$ cat src/rtl/ctrl_route_sched.sv
// rtl/ctrl_route_sched.sv - control-token scheduler for the ctrl mux/demux fabric (optional macro: CTRL_ROUTE_SCHED_STRICT_PRIO_EN selects fixed priority)
module ctrl_route_sched #(
    parameter int S_COUNT          = 2,
    parameter int D_COUNT          = 2,
    parameter int SELECTOR_WIDTH   = $clog2(S_COUNT),
    parameter int DISPATCHER_WIDTH = $clog2(D_COUNT),
    parameter int MAX_INFLIGHT     = 4,
    parameter int CNT_WIDTH        = $clog2(MAX_INFLIGHT + 1)
) (
    input  logic                                  clk,
    input  logic                                  rst,
    input  logic [S_COUNT*DISPATCHER_WIDTH-1:0]   s_desc_tdata,
    input  logic [S_COUNT-1:0]                    s_desc_tvalid,
    output logic [S_COUNT-1:0]                    s_desc_tready,
    output logic [SELECTOR_WIDTH-1:0]             m_selector_tdata,
    output logic                                  m_selector_tvalid,
    input  logic                                  m_selector_tready,
    output logic [DISPATCHER_WIDTH-1:0]           m_dispatcher_tdata,
    output logic                                  m_dispatcher_tvalid,
    input  logic                                  m_dispatcher_tready,
    input  logic                                  s_done_tvalid,
    output logic [CNT_WIDTH-1:0]                  inflight_count,
    output logic [1:0]                            err_flags
);

    typedef enum logic {
        IDLE  = 1'b0,
        ISSUE = 1'b1
    } state_t;

    localparam logic [CNT_WIDTH-1:0] MAX_CNT = CNT_WIDTH'(MAX_INFLIGHT);

    state_t                        r_state;
    state_t                        w_state_next;

    logic [SELECTOR_WIDTH-1:0]     r_sel;
    logic [DISPATCHER_WIDTH-1:0]   r_disp;
    logic                          r_sel_vld;
    logic                          r_disp_vld;
    logic [CNT_WIDTH-1:0]          r_count;
    logic [1:0]                    r_err;

    logic                          w_sel_vld_next;
    logic                          w_disp_vld_next;
    logic                          w_found;
    logic [SELECTOR_WIDTH-1:0]     w_winner;
    logic                          w_lo_found;
    logic [SELECTOR_WIDTH-1:0]     w_lo_idx;
    logic [DISPATCHER_WIDTH-1:0]   w_dest;
    logic                          w_dest_ok;
    logic                          w_accept;
    logic                          w_issue;
    logic                          w_bad;
    logic                          w_dec;

`ifndef CTRL_ROUTE_SCHED_STRICT_PRIO_EN
    // Round-robin pointer: index of the most recently accepted source.
    logic [SELECTOR_WIDTH-1:0]     r_ptr;
    logic                          w_hi_found;
    logic [SELECTOR_WIDTH-1:0]     w_hi_idx;
`endif

    // Scan the valid vector; the descending loop leaves the lowest matching index.
    always_comb begin
        w_lo_found = 1'b0;
        w_lo_idx   = '0;
`ifndef CTRL_ROUTE_SCHED_STRICT_PRIO_EN
        w_hi_found = 1'b0;
        w_hi_idx   = '0;
`endif
        for (int i = S_COUNT - 1; i >= 0; i--) begin
            if (s_desc_tvalid[i]) begin
                w_lo_found = 1'b1;
                w_lo_idx   = SELECTOR_WIDTH'(i);
`ifndef CTRL_ROUTE_SCHED_STRICT_PRIO_EN
                if (SELECTOR_WIDTH'(i) > r_ptr) begin
                    w_hi_found = 1'b1;
                    w_hi_idx   = SELECTOR_WIDTH'(i);
                end
`endif
            end
        end
        w_found = w_lo_found;
`ifdef CTRL_ROUTE_SCHED_STRICT_PRIO_EN
        w_winner = w_lo_idx;
`else
        // Sources above the pointer take precedence, otherwise wrap to the lowest.
        w_winner = w_hi_found ? w_hi_idx : w_lo_idx;
`endif
    end

    // Pick the winner's destination slice and range-check it against D_COUNT.
    always_comb begin
        w_dest = '0;
        for (int i = 0; i < S_COUNT; i++) begin
            if (w_winner == SELECTOR_WIDTH'(i)) begin
                w_dest = s_desc_tdata[i*DISPATCHER_WIDTH +: DISPATCHER_WIDTH];
            end
        end
        w_dest_ok = ({{(32-DISPATCHER_WIDTH){1'b0}}, w_dest} < 32'(D_COUNT));
    end

    // Next-state and handshake decode; grants only from IDLE with credit available.
    always_comb begin
        w_state_next    = r_state;
        w_accept        = 1'b0;
        w_issue         = 1'b0;
        w_bad           = 1'b0;
        w_sel_vld_next  = r_sel_vld;
        w_disp_vld_next = r_disp_vld;
        case (r_state)
            IDLE: begin
                if (!rst && w_found && (r_count < MAX_CNT)) begin
                    w_accept = 1'b1;
                    if (w_dest_ok) begin
                        w_issue         = 1'b1;
                        w_sel_vld_next  = 1'b1;
                        w_disp_vld_next = 1'b1;
                        w_state_next    = ISSUE;
                    end else begin
                        w_bad = 1'b1;
                    end
                end
            end
            ISSUE: begin
                if (r_sel_vld && m_selector_tready) begin
                    w_sel_vld_next = 1'b0;
                end
                if (r_disp_vld && m_dispatcher_tready) begin
                    w_disp_vld_next = 1'b0;
                end
                if (!w_sel_vld_next && !w_disp_vld_next) begin
                    w_state_next = IDLE;
                end
            end
            default: w_state_next = IDLE;
        endcase
    end

    // One-hot accept strobe towards the granted source.
    always_comb begin
        s_desc_tready = '0;
        if (w_accept) begin
            s_desc_tready = S_COUNT'(1) << w_winner;
        end
    end

    // Completions only return credit when something is actually outstanding.
    assign w_dec = s_done_tvalid && (r_count != '0);

    // State register.
    always_ff @(posedge clk) begin
        if (rst) begin
            r_state <= IDLE;
        end else begin
            r_state <= w_state_next;
        end
    end

    // Token valids and data; data is captured only at grant so it stays stable while valid.
    always_ff @(posedge clk) begin
        if (rst) begin
            r_sel_vld  <= 1'b0;
            r_disp_vld <= 1'b0;
            r_sel      <= '0;
            r_disp     <= '0;
        end else begin
            r_sel_vld  <= w_sel_vld_next;
            r_disp_vld <= w_disp_vld_next;
            if (w_issue) begin
                r_sel  <= w_winner;
                r_disp <= w_dest;
            end
        end
    end

`ifndef CTRL_ROUTE_SCHED_STRICT_PRIO_EN
    // Pointer follows every accepted descriptor, including dropped bad ones.
    always_ff @(posedge clk) begin
        if (rst) begin
            r_ptr <= SELECTOR_WIDTH'(S_COUNT - 1);
        end else if (w_accept) begin
            r_ptr <= w_winner;
        end
    end
`endif

    // In-flight credit counter; a grant and a completion in one cycle cancel out.
    always_ff @(posedge clk) begin
        if (rst) begin
            r_count <= '0;
        end else if (w_issue && !w_dec) begin
            r_count <= r_count + CNT_WIDTH'(1);
        end else if (!w_issue && w_dec) begin
            r_count <= r_count - CNT_WIDTH'(1);
        end
    end

    // Sticky error flags: bad destination and completion underflow.
    always_ff @(posedge clk) begin
        if (rst) begin
            r_err <= 2'b00;
        end else begin
            r_err[0] <= r_err[0] | w_bad;
            r_err[1] <= r_err[1] | (s_done_tvalid && (r_count == '0));
        end
    end

    assign m_selector_tdata    = r_sel;
    assign m_selector_tvalid   = r_sel_vld;
    assign m_dispatcher_tdata  = r_disp;
    assign m_dispatcher_tvalid = r_disp_vld;
    assign inflight_count      = r_count;
    assign err_flags           = r_err;

endmodule

$ cat config.mk
export PLATFORM = sky130hd
export DESIGN_NAME = ctrl_route_sched
export DESIGN_NICKNAME = d
export VERILOG_FILES = /design/src/rtl/ctrl_route_sched.sv
export SDC_FILE = /design/constraint.sdc
export NUM_CORES = 1
export LEC_CHECK = 0
export BUFFER_PORTS_ARGS = -buffer_cell sky130_fd_sc_hd__clkbuf_2
export CAP_MARGIN = 15
export CORE_AREA = 2 2 39 41
export CTS_CLUSTER_SIZE = 10
export DETAILED_ROUTE_END_ITERATION = 12
export DIE_AREA = 0 0 41 43
export PLACE_DENSITY = 0.71
export SYNTH_ARGS = -nofsm -noshare
export SYNTH_HDL_FRONTEND = slang
export SYNTH_SLANG_ARGS = --single-unit
$ cat constraint.sdc
create_clock -name clk -period 2.1 [get_ports clk]
set_input_delay 0.105 -clock clk [delete_from_list [all_inputs] [get_ports clk]]
set_output_delay 0.105 -clock clk [all_outputs]
set_load 0.01 [all_outputs]
== Yosys cells after proc, flatten, opt, wreduce, memory -nomap -nowiden ==
Cells that the tools add are included.
Widths: inputs -> output; s select.
Cells by class
  div/mod/pow operators: 0
  equality and inequality tests: 1
  multiply operators: 0
  shift operators: 1
  multiplexer cells: 25
  bitwise gates (word level): 2
  $lt $le $gt $ge: 3
  reductions and logical operators: 17
  add/sub/neg operators: 2
Operator list (count)
  $mux 1: 19
  $logic_and 1x1->1: 9
  $mux 3: 2
  $pmux 1 s2: 3
  $logic_not 1->1: 5
  $add 3x1->3 const B: 1
  $logic_not 3->1: 1
  $lt 3x3->1 const B: 1
  $reduce_bool 3->1: 1
  $sub 3x1->3 const B: 1
  $gt 1x1->1 const A: 2
  $mux 2: 1
  $ne 2x2->1 const B: 1
  $reduce_bool 2->1: 1
  $shl 1x1->2 const A: 1
  $not 1->1: 1
  $or 1x1->1: 1
Storage, ports and cells
  register bits after elaboration: 10
  word-level logic and storage cells: 59
  bits in writable memories: 0
  ROM bits: 0
  memories: 0
  bits in latches: 0

== Logic depth before layout (Yosys ltp) ==
Gate-level depths: netlist of the first run.
  depth after elaboration: 10
  mapped depth: 9
  gate-level depth less buffers: 9

== Least setup slack after synthesis of the first run ==
No wires, ideal clock.
  kind: reg2reg
  from: register r_count[2], in the netlist inflight_count[2]
  to: register r_count[2], in the netlist inflight_count[2]
  arrival: 1.885 ns
  library setup time: 0.070 ns
  cell stages (with the launch flop): 10
  setup slack: 0.144 ns
  path buffers: 0
  path through: dfxtp_1 > nor2_1 > o21ai_2 > nor2_1 > ha_1 > inv_1 > fa_1 > xor2_1 > or3_1 > a21oi_1
Between the ends
  word-level cells in the longest chain between the ends: 7
RTL lines
  start: declaration: RTL line 40  | logic [CNT_WIDTH-1:0] r_count;
  start signal: assignment: RTL line 193  | r_count <= r_count + CNT_WIDTH'(1);
  start signal: assignment: RTL line 195  | r_count <= r_count - CNT_WIDTH'(1);
  $lt 3x3->1 *: RTL line 113  | if (!rst && w_found && (r_count < MAX_CNT)) begin
  $logic_and 1x1->1 *: RTL line 113
  $mux 1 * (2 in a row)
  named net w_accept: RTL line 51  | logic w_accept;
  $logic_not 1->1: RTL line 194  | end else if (!w_issue && w_dec) begin
  $logic_and 1x1->1: RTL line 194
  $reduce_bool 2->1 (no source line)
Mark *: on every way through the listed nets, which the timed path passes. The rest lies on a longest branch. The select of a mux whose other input is x is not followed.
A chain may end at the register's enable or synchronous reset.

== Worst setup path after layout of the first run ==
  from: register r_state
  to: register r_count[2], in the netlist inflight_count[2]
Between the ends
  word-level cells in the longest chain between the ends: 4
RTL lines
  start: declaration: RTL line 33  | state_t r_state;
  start signal: assignment: RTL line 156  | r_state <= w_state_next;
  $mux 1 *
  named net w_accept: RTL line 51
  $logic_not 1->1: RTL line 194
  $logic_and 1x1->1: RTL line 194
  $reduce_bool 2->1 (no source line)
Mark *: on every way through the listed nets, which the timed path passes. The rest lies on a longest branch.

==> metrics, run 1 <==
DRT antenna net count 0; combinational share of power 0.434; vias per cell about 4.8; Routability Congestion ~0.66; CP Cell Sequence nor2_2, o21ai_2, nor2_1, ha_1, inv_1, fa_1, xor2_1, or3_1, a21oi_1; initial antenna violation count 0; Power Density approximately 1300 mW/mm^2; DIE AREA 0.00176 sq mm; Core Area 0.00138 sq mm; Slew Limit Fails 0; Die W 41 um; Final Power roughly 850 uW; Avg Cell Area, Syn between 9 and 10 sq um; vias in the first global route ~370; CTS tree done; P&R area growth vs syn 31.8%; nets 89; sequential cell area fraction in the yosys report 0.404; drt pass-1 iters 4; syn_nets 66; Die Ht 43 um; htree depth 1; WL per Instance a little under 10 um; most common cell after layout, fill and taps aside clkbuf_2; PortBufs 18; Worst-Skew Late Latency approximately 0.26 ns; largest net degree at the start of global routing 13; post-route clock period utilization 0.941; Area contributors post-synth dfxtp_1 (40%), a21oi_1 (6.1%), nor2_1 (4.5%), fa_1 (4.0%), a21boi_4 (3.8%); Root Driver clkbuf_4; leakage power 0.000302 uW; DRC viols 0; Setup CP Type reg2reg; DP HPWL around 680 um; Fin Clk Skew 0.00275 ns; worst-path fanout max 5; register bit total from synthesis 10; CTS clock-pin slew for the worst setup and hold paths ~0.07 ns; layout cell share with drive strength beyond 1 0.390; Top Ports 20; Period minus WS final slightly below 2 ns; Sw Pwr around 310 uW; switch share 0.370; Max VDD drop about 0.57 mV; CTS Sinks 10; Final setup viols 0; crit path DAT around 2.2 ns; row count 14; Max Cap Viol 0; final hold violation count 0; Max Root-Sink Buffers 2; Post-CTS Setup Bufs 0; yosys warns 0; slowest CP cell fa_1; achievable frequency between 0.5 and 0.6 GHz; Fin Hold WS ~0.084 ns; most frequent cells in the layout clkbuf_2 (18), dfxtp_1 (10), a21oi_1 (6); initial core utilization 0.358; total track usage 0.120; routed vias roughly 450; crit start category flip-flop; ant diodes 0; status finished, final reports clean; CP max stage delay around 0.38 ns; Num CTS Buffers 3; count of cell types in the netlist 25; Synth area leader dfxtp_1; Clk pwr share 0.205; hold crit path type in2reg; final wirelength 905 um; Power Internal between 500 and 600 uW; grt ovf 0; Setup crit end kind flip-flop; Flop pwr share 0.362; first-pass GRT wire length 1.43 mm; Mapped Cells 55; worst endpoint required time 2.30 ns; Mapped Area 495 sq um; Detailed Route Iter0 Violations 9; top-area cell type share of the netlist area 0.404
synth_stat cells:
master	number
ha_1	1
conb_1	1
a21boi_4	1
a211oi_2	1
nand2_1	4
nand3b_1	2
fa_1	1
a221oi_2	1
o21ai_2	1
nor3b_1	1
dfxtp_1	10
o21ai_0	2
nor3_1	2
or3_1	1
or2_1	1
xor2_1	2
clkbuf_1	1
nand2b_1	2
mux2i_1	1
inv_1	2
nor2_1	6
a21oi_1	6
buf_4	1
o21ai_1	2
nor2b_1	2
worst max-delay path, delay by kind of cell (launching register included):
| family | cells | cell delay, ns |
|---|---|---|
| adder cells (fa/ha/maj) | 2 | 0.58 |
| AND/OR/NAND/NOR | 3 | 0.57 |
| flip-flops | 1 | 0.35 |
| AO/OA/AOI/OAI | 2 | 0.20 |
| XOR/XNOR | 1 | 0.15 |
| buffers and inverters | 1 | 0.06 |
final cells by class:
type                    count  area, sq um
repair buffers             20          105
multi-input cells          41          284
flip-flops and latches     10          200
inverters                   2         7.51
clock buffers               4         36.3
fillers                   152          731
well taps                  16         20.0
power groups by stage:
stage / combinational (uW) / clock (uW) / sequential [uW]
2_1_floorplan: 232 / 0 / 324
3_3_place_gp: 359 / 0 / 305
3_5_place_dp: 359 / 0 / 307
4_1_cts: 367 / 179 / 303
5_1_grt: 420 / 191 / 319
6_report: 369 / 174 / 307
flip-flops by register name, indices dropped and copies added, names as in the netlist:
name	cells
inflight_count	3
err_flags	1
m_dispatcher_tdata	1
m_dispatcher_tvalid	1
m_selector_tdata	1
m_selector_tvalid	1
r_ptr	1
r_state	1
final timing paths:
kind,from,to,slack [ns],cells past startpoint
max,r_state,inflight_count[2],0.12,9
max reg2reg,r_state,inflight_count[2],0.12,9
min reg2reg,m_dispatcher_tdata,m_dispatcher_tdata,0.46,2
min,s_done_tvalid,err_flags[1],0.08,3
per-layer routing:
| layer | vias up | share of wire | GRT usage |
|---|---|---|---|
| met2 | 21 | 0.41 | 0.163 |
| li1 | 229 | - | - |
| met4 | 0 | 0.011 | 0.0600 |
| met3 | 2 | 0.11 | 0.0471 |
| met5 | - | 0 | 0 |
| met1 | 199 | 0.47 | 0.162 |
metrics by stage:
step                      TNS (ns)  std cells  cell area, sq um   util  worst slack [ns]
final                            0         93               653  0.472             0.125
after global routing       -0.0174         93               653  0.472           -0.0174
after CTS                        0         93               646  0.467            0.0850
after detailed placement         0         89               609  0.440             0.113
after global placement           0         89               609  0.440             0.140
after floorplan                  0         55               495      -             0.144
logic make-up after synthesis:
group                      count (synthesis)  share of synthesized area
adders and majority gates                  2                     0.0657
muxes                                      1                     0.0202
xor gates and xnor gates                   2                     0.0354
other                                      1                    0.00757
AOI/OAI and AO/OA                         14                      0.212
and+or+nand+nor                           21                      0.217
buffers and inverters                      4                     0.0379
DFF                                       10                      0.404
what timing repair did:
| item | CTS | global route |
|---|---|---|
| resized for setup | 0 | 2 |
| hold buffers | 0 | 0 |
| setup endpoints to repair | 0 | 1 |
No activity file was read; power rests on OpenSTA's default activity.
==> run 2: changes to the inputs <==
--- a/config.mk
+++ b/config.mk
@@ -7,11 +7,11 @@
 export LEC_CHECK = 0
 export BUFFER_PORTS_ARGS = -buffer_cell sky130_fd_sc_hd__clkbuf_2
 export CAP_MARGIN = 15
-export CORE_AREA = 2 2 39 41
+export CORE_ASPECT_RATIO = 1.1
+export CORE_UTILIZATION = 34
 export CTS_CLUSTER_SIZE = 10
 export DETAILED_ROUTE_END_ITERATION = 12
-export DIE_AREA = 0 0 41 43
-export PLACE_DENSITY = 0.71
+export PLACE_DENSITY = 0.67
 export SYNTH_ARGS = -nofsm -noshare
 export SYNTH_HDL_FRONTEND = slang
 export SYNTH_SLANG_ARGS = --single-unit
==> constraint.sdc (replaced) <==
create_clock -name clk -period 2.5 [get_ports clk]
set_input_delay 0.125 -clock clk [delete_from_list [all_inputs] [get_ports clk]]
set_output_delay 0.125 -clock clk [all_outputs]
set_load 0.01 [all_outputs]
==> metrics, run 2 (synthesized netlist as in run 1, its figures left out) <==
DP HPWL 702 um (was 684 um); Critical Path Stages 9 (unchanged); Fin Hold WS 0.115 ns (was 0.0844 ns); final wirelength 924 um (was 905 um); ant diodes 0 (unchanged); Fin Setup TNS 0 ns (unchanged); Num CTS Buffers 3 (unchanged); Setup crit end kind flip-flop (unchanged); CP Cell Sequence nor2_1, o21ai_2, nor2_1, ha_1, inv_1, fa_1, xor2_1, or3_1, a21oi_1 (was nor2_2, o21ai_2, nor2_1, ha_1, inv_1, fa_1, xor2_1, or3_1, a21oi_1); crit path DAT 2.30 ns (was 2.18 ns); DIE AREA 0.00161 sq mm (was 0.00176 sq mm); layout cell share with drive strength beyond 1 0.347 (was 0.390); Detailed Route Iter0 Violations 9 (unchanged); total track usage 0.129 (was 0.120); Root Driver clkbuf_4 (unchanged); Setup CP Type reg2reg (unchanged); row count 14 (unchanged); PortBufs 18 (unchanged); routed vias 453 (was 451); post-route clock period utilization 0.841 (was 0.941); Max Cap Viol 0 (unchanged); CP max stage delay 0.38 ns (about the same); placed cell count 87 (was 89); fin cells 91 (was 93); cts hold-fix bufs 0 (unchanged); nets 87 (was 89); CTS tree done (unchanged); CTS clock-pin slew for the worst setup and hold paths 0.07 ns (about the same); Worst-Skew Late Latency 0.27 ns (was 0.26 ns); drt pass-1 iters 4 (unchanged); max reg flops 3 (unchanged); leakage power 0.000291 uW (was 0.000302 uW); grt ovf 0 (unchanged); Max VDD drop 0.589 mV (was 0.575 mV); hold crit path type in2reg (unchanged); worst-path fanout max 7 (was 5); htree depth 1 (unchanged); vias in the first global route 335 (was 366); status finished, final reports clean (unchanged); Final Cell Area 631 sq um (was 653 sq um); Hold Crit Depth 3 (unchanged); DRT antenna net count 0 (unchanged); Post-CTS Setup Bufs 0 (unchanged); Top delay family on crit path simple AND/OR/NAND/NOR gates (was adder cells); WL per Instance 10.2 um (was 9.73 um); P&R area growth vs syn 27.3% (was 31.8%); Critical Path Most Common Cell nor2_1; unrepaired setup endpoints after global routing false; CTS-repair resized insts 0 (unchanged); Routability Congestion 0.673 (was 0.659); worst endpoint required time 2.70 ns (was 2.30 ns); slowest CP cell fa_1 (unchanged); Final setup viols 0 (unchanged); crit start category flip-flop (unchanged); Reg2Reg Depth 9 (unchanged); CTS Sinks 10 (unchanged); Slew Limit Fails 0 (unchanged); Die Ht 42.0 um (was 43 um); most common cell after layout, fill and taps aside clkbuf_2 (unchanged); Core Area 0.00137 sq mm (was 0.00138 sq mm); largest net degree at the start of global routing 14 (was 13); achievable frequency 0.476 GHz (was 0.506 GHz); Max Root-Sink Buffers 2 (unchanged); vias per cell 4.98 (was 4.85); initial antenna violation count 0 (unchanged); Period minus WS final 2.10 ns (was 1.98 ns); CP Buf/Inv Count 1 (unchanged); final hold violation count 0 (unchanged); placed cell area 594 sq um (was 609 sq um); initial core utilization 0.363 (was 0.358); first-pass GRT wire length 1.41 mm (was 1.43 mm); Top Ports 20 (unchanged); Fin Clk Skew 0.00380 ns (was 0.00275 ns); Die W 38.4 um (was 41 um); most frequent cells in the layout clkbuf_2 (18), dfxtp_1 (10), nor2_1 (6), a21oi_1 (6), nand2_1 (4) (was clkbuf_2 (18), dfxtp_1 (10), a21oi_1 (6)); Power Density 1100 mW/mm^2 (was 1300 mW/mm^2); DRC viols 0 (unchanged)
==> run 2: worst paths after layout <==
path | end | slack, ns | start
max | inflight_count[2] | 0.40 | inflight_count[2]
min | m_dispatcher_tdata | 0.12 | s_desc_tdata[0]
max reg2reg | inflight_count[2] | 0.40 | inflight_count[2]
min reg2reg | m_dispatcher_tdata | 0.46 | m_dispatcher_tdata
==> run 2: stage by stage <==
stage,power (uW),setup slack [ns],util
final,694,0.399,0.462
after global routing,751,0.202,0.462
after CTS,704,0.374,0.462
after detailed placement,553,0.403,0.435
after global placement,546,0.489,0.435
after floorplan,466,0.544,-
==> run 2: cell type report <==
class	count	area, sq um
clock buffer	4	36.3
tap	16	20.0
multi-input combinational	41	277
sequential	10	200
inverter	2	7.51
fill	142	736
timing repair buffer	18	90.1
==> run 2: routing by layer <==
metal  vias to the layer above  global-route usage  wire, um
met2                        24               0.173       410
li1                        226                   -         -
met4                         0              0.0621         4
met3                         2              0.0798        85
met5                         -                   0         0
met1                       201               0.161       423
==> run 2: power by group <==
| part | internal (uW) | total, uW | switching, uW |
|---|---|---|---|
| combinational | 138 | 292 | 154 |
| clock | 88.5 | 146 | 57.9 |
| sequential | 209 | 255 | 46.2 |
==> run 2: worst min-delay path, delay by kind of cell <==
family | cells | cell delay (ns)
AND/OR/NAND/NOR | 1 | 0.07
buffers and inverters | 1 | 0.08
AO/OA/AOI/OAI | 1 | 0.05
==> run 3: changes to the inputs <==
--- a/config.mk
+++ b/config.mk
@@ -5,13 +5,14 @@
 export SDC_FILE = /design/constraint.sdc
 export NUM_CORES = 1
 export LEC_CHECK = 0
+export ABC_AREA = 1
 export BUFFER_PORTS_ARGS = -buffer_cell sky130_fd_sc_hd__clkbuf_2
 export CAP_MARGIN = 15
 export CORE_ASPECT_RATIO = 1.1
 export CORE_UTILIZATION = 34
 export CTS_CLUSTER_SIZE = 10
 export DETAILED_ROUTE_END_ITERATION = 12
-export PLACE_DENSITY = 0.67
+export PLACE_DENSITY = 0.68
 export SYNTH_ARGS = -nofsm -noshare
 export SYNTH_HDL_FRONTEND = slang
 export SYNTH_SLANG_ARGS = --single-unit
==> constraint.sdc (replaced) <==
create_clock -name clk -period 1.8 [get_ports clk]
set_input_delay 0.09 -clock clk [delete_from_list [all_inputs] [get_ports clk]]
set_output_delay 0.09 -clock clk [all_outputs]
set_load 0.01 [all_outputs]
==> metrics, run 3 <==
Fin Setup TNS 0 ns (unchanged); number of flops mapped to enable cells by yosys 0 (unchanged); htree depth 1 (unchanged); Routability Congestion 0.785 (was 0.673); most common cell after layout, fill and taps aside clkbuf_2 (unchanged); ant diodes 0 (unchanged); Final WS setup 0.140 ns (was 0.399 ns); PortBufs 18 (unchanged); syn_nets 88 (was 66); Detailed Route Iter0 Violations 9 (unchanged); vias per cell 4.33 (was 4.98); achievable frequency 0.602 GHz (was 0.476 GHz); Power Density 1390 mW/mm^2 (was 1100 mW/mm^2); Setup CP Type reg2reg (unchanged); fin cells 116 (was 91); row count 14 (unchanged); Max Root-Sink Buffers 2 (unchanged); crit path DAT 1.83 ns (was 2.30 ns); placed cell count 110 (was 87); P&R area growth vs syn 31.8% (was 27.3%); worst endpoint required time 1.97 ns (was 2.70 ns); most frequent cells in the layout clkbuf_2 (18), nand2_1 (15), inv_1 (13) (was clkbuf_2 (18), dfxtp_1 (10), nor2_1 (6), a21oi_1 (6), nand2_1 (4)); hold crit path type in2reg (unchanged); slowest CP cell dfxtp_2 (was fa_1); crit start category flip-flop (unchanged); WL per Instance 8.99 um (was 10.2 um); Die W 40.2 um (was 38.4 um); Max VDD drop 0.656 mV (was 0.589 mV); total track usage 0.147 (was 0.129); Mapped Area 547 sq um (was 495 sq um); yosys warns 0 (unchanged); pre-CTS WS 0.101 ns (was 0.403 ns); CTS tree done (unchanged); status finished, final reports clean (unchanged); count of cell types in the netlist 21 (was 25); Fin Clk Skew 0.00535 ns (was 0.00380 ns); CP Cell Sequence o31ai_4, ha_2, inv_1, fa_1, inv_1, nand2_1, nand3_1, nand2_1, inv_1, nor2_1 (was nor2_1, o21ai_2, nor2_1, ha_1, inv_1, fa_1, xor2_1, or3_1, a21oi_1); layout cell share with drive strength beyond 1 0.410 (was 0.347); fill count 142 (unchanged); Multi-input gate area 288 sq um (was 277 sq um); final wirelength 1.04 mm (was 924 um); worst-path fanout max 5 (was 7); leakage power 0.000392 uW (was 0.000291 uW); CTS clock-pin slew for the worst setup and hold paths 0.07 ns (about the same); Synth area leader dfxtp_1 (unchanged); Top Ports 20 (unchanged); Avg Cell Area, Syn 7.10 sq um (was 9.01 sq um); DIE AREA 0.00177 sq mm (was 0.00161 sq mm); nets 112 (was 87); CP max stage delay 0.37 ns (was 0.38 ns); CP Buf/Inv Count 3 (was 1); Num CTS Buffers 3 (unchanged); Slew Limit Fails 0 (unchanged); largest net degree at the start of global routing 10 (was 14); top cells by count, synth nand2_1 (15), inv_1 (13), dfxtp_1 (10), nor2_1 (8), inv_2 (5) (was dfxtp_1 (10), a21oi_1 (6), nor2_1 (6), nand2_1 (4)); most frequent cell after synthesis nand2_1 (was dfxtp_1); Setup crit end kind flip-flop (unchanged); DRC viols 0 (unchanged); Synth Flop Type dfxtp_1 (unchanged); top-area cell type share of the netlist area 0.366 (was 0.404); Final Core Density 0.502 (was 0.462); Critical Path Most Common Cell inv_1 (was nor2_1); unrepaired setup endpoints after global routing false (unchanged); Die Ht 44.1 um (was 42.0 um); register bit total from synthesis 10 (unchanged); post-route clock period utilization 0.922 (was 0.841); Final setup viols 0 (unchanged); vias in the first global route 421 (was 335); DRT antenna net count 0 (unchanged); Core Area 0.00144 sq mm (was 0.00137 sq mm); Post-synth ARST share 0 (unchanged); CTS Sinks 10 (unchanged); initial antenna violation count 0 (unchanged); Worst-Skew Late Latency 0.27 ns (about the same); Reg area 201 sq um (was 200 sq um); sequential cell area fraction in the yosys report 0.366 (was 0.404); Max Cap Viol 0 (unchanged); grt ovf 0 (unchanged); max reg flops 3 (unchanged); routed vias 502 (was 453); Mapped Cells 77 (was 55); final hold violation count 0 (unchanged); Top delay family on crit path adder cells (was simple AND/OR/NAND/NOR gates); drt pass-1 iters 4 (unchanged); initial core utilization 0.381 (was 0.363); first-pass GRT wire length 1.71 mm (was 1.41 mm); Period minus WS final 1.66 ns (was 2.10 ns); Area contributors post-synth dfxtp_1 (37%), nand2_1 (10%), inv_1 (8.9%), nor2_1 (5.5%), fa_1 (3.7%) (was dfxtp_1 (40%), a21oi_1 (6.1%), nor2_1 (4.5%), fa_1 (4.0%), a21boi_4 (3.8%)); Root Driver clkbuf_4 (unchanged); DP HPWL 793 um (was 702 um)
==> run 3: changes by cell type in the layout (fill, tap and decap cells not counted), sizes merged, moves of 4 or more <==
cell   previous run  this run
nor2              6        11
nand2             4        18
nand3             0         4
inv               2        18
==> run 3: layout make-up <==
type | count | share of cell area
inverters | 18 | 0.0972
well taps | 16 | 0.0278
flip-flops and latches | 10 | 0.280
clock buffers | 4 | 0.0503
repair buffers | 20 | 0.146
multi-input cells | 48 | 0.399
==> run 3: worst paths after layout <==
kind	from	endpoint	slack, ns	cells after the start
max	inflight_count[2]	inflight_count[2]	0.14	10
min	rst	err_flags[1]	0.06	2
max reg2reg	inflight_count[2]	inflight_count[2]	0.14	10
min reg2reg	err_flags[1]	err_flags[1]	0.46	2
==> run 3: layer usage <==
| metal | wire (um) | vias up | global-route usage |
|---|---|---|---|
| li1 | - | 279 | - |
| met1 | 509 | 210 | 0.189 |
| met2 | 487 | 13 | 0.206 |
| met3 | 46 | 0 | 0.0754 |
| met4 | 0 | 0 | 0.0600 |
| met5 | 0 | - | 0 |
==> run 3: cells by family (layout without fill, tap and decap cells) <==
family	after synthesis	after routing	share of synthesized area
adder cells (fa/ha/maj)	2	2	0.0595
AO/OA/AOI/OAI	10	10	0.103
buffers and inverters	19	42	0.137
flip-flops	10	10	0.366
AND/OR/NAND/NOR	35	35	0.327
other	1	1	0.00686
==> run 3: power breakdown <==
group | switching, uW | internal, uW
clock network | 83.3 | 123
logic | 238 | 185
registers | 79.4 | 296
total | 400 | 604
==> run 3: repair_timing <==
item                                   4_1_cts  5_1_grt
setup endpoints to repair                    0        2
hold buffers                                 0        0
endpoints found under the hold margin        0        0
resized for setup                            0        5
buffers inserted                             0        2
==> run 3: per-stage QoR <==
stage	instance area (sq um)	total power [uW]	hold slack (ns)
CTS	686	967	0.0556
global route	721	1100	0.0671
global placement	649	752	0.343
floorplan	547	641	0.159
finish	721	1000	0.0648
detailed placement	649	760	0.344
==> run 3: worst register-to-register path, cell delays in order, from the launching register on <==
cell	delay, ns
dfxtp_2	0.37
o31ai_4	0.25
ha_2	0.20
inv_1	0.06
fa_1	0.37
inv_1	0.06
nand2_1	0.06
nand3_1	0.06
nand2_1	0.05
inv_1	0.04
nor2_1	0.03
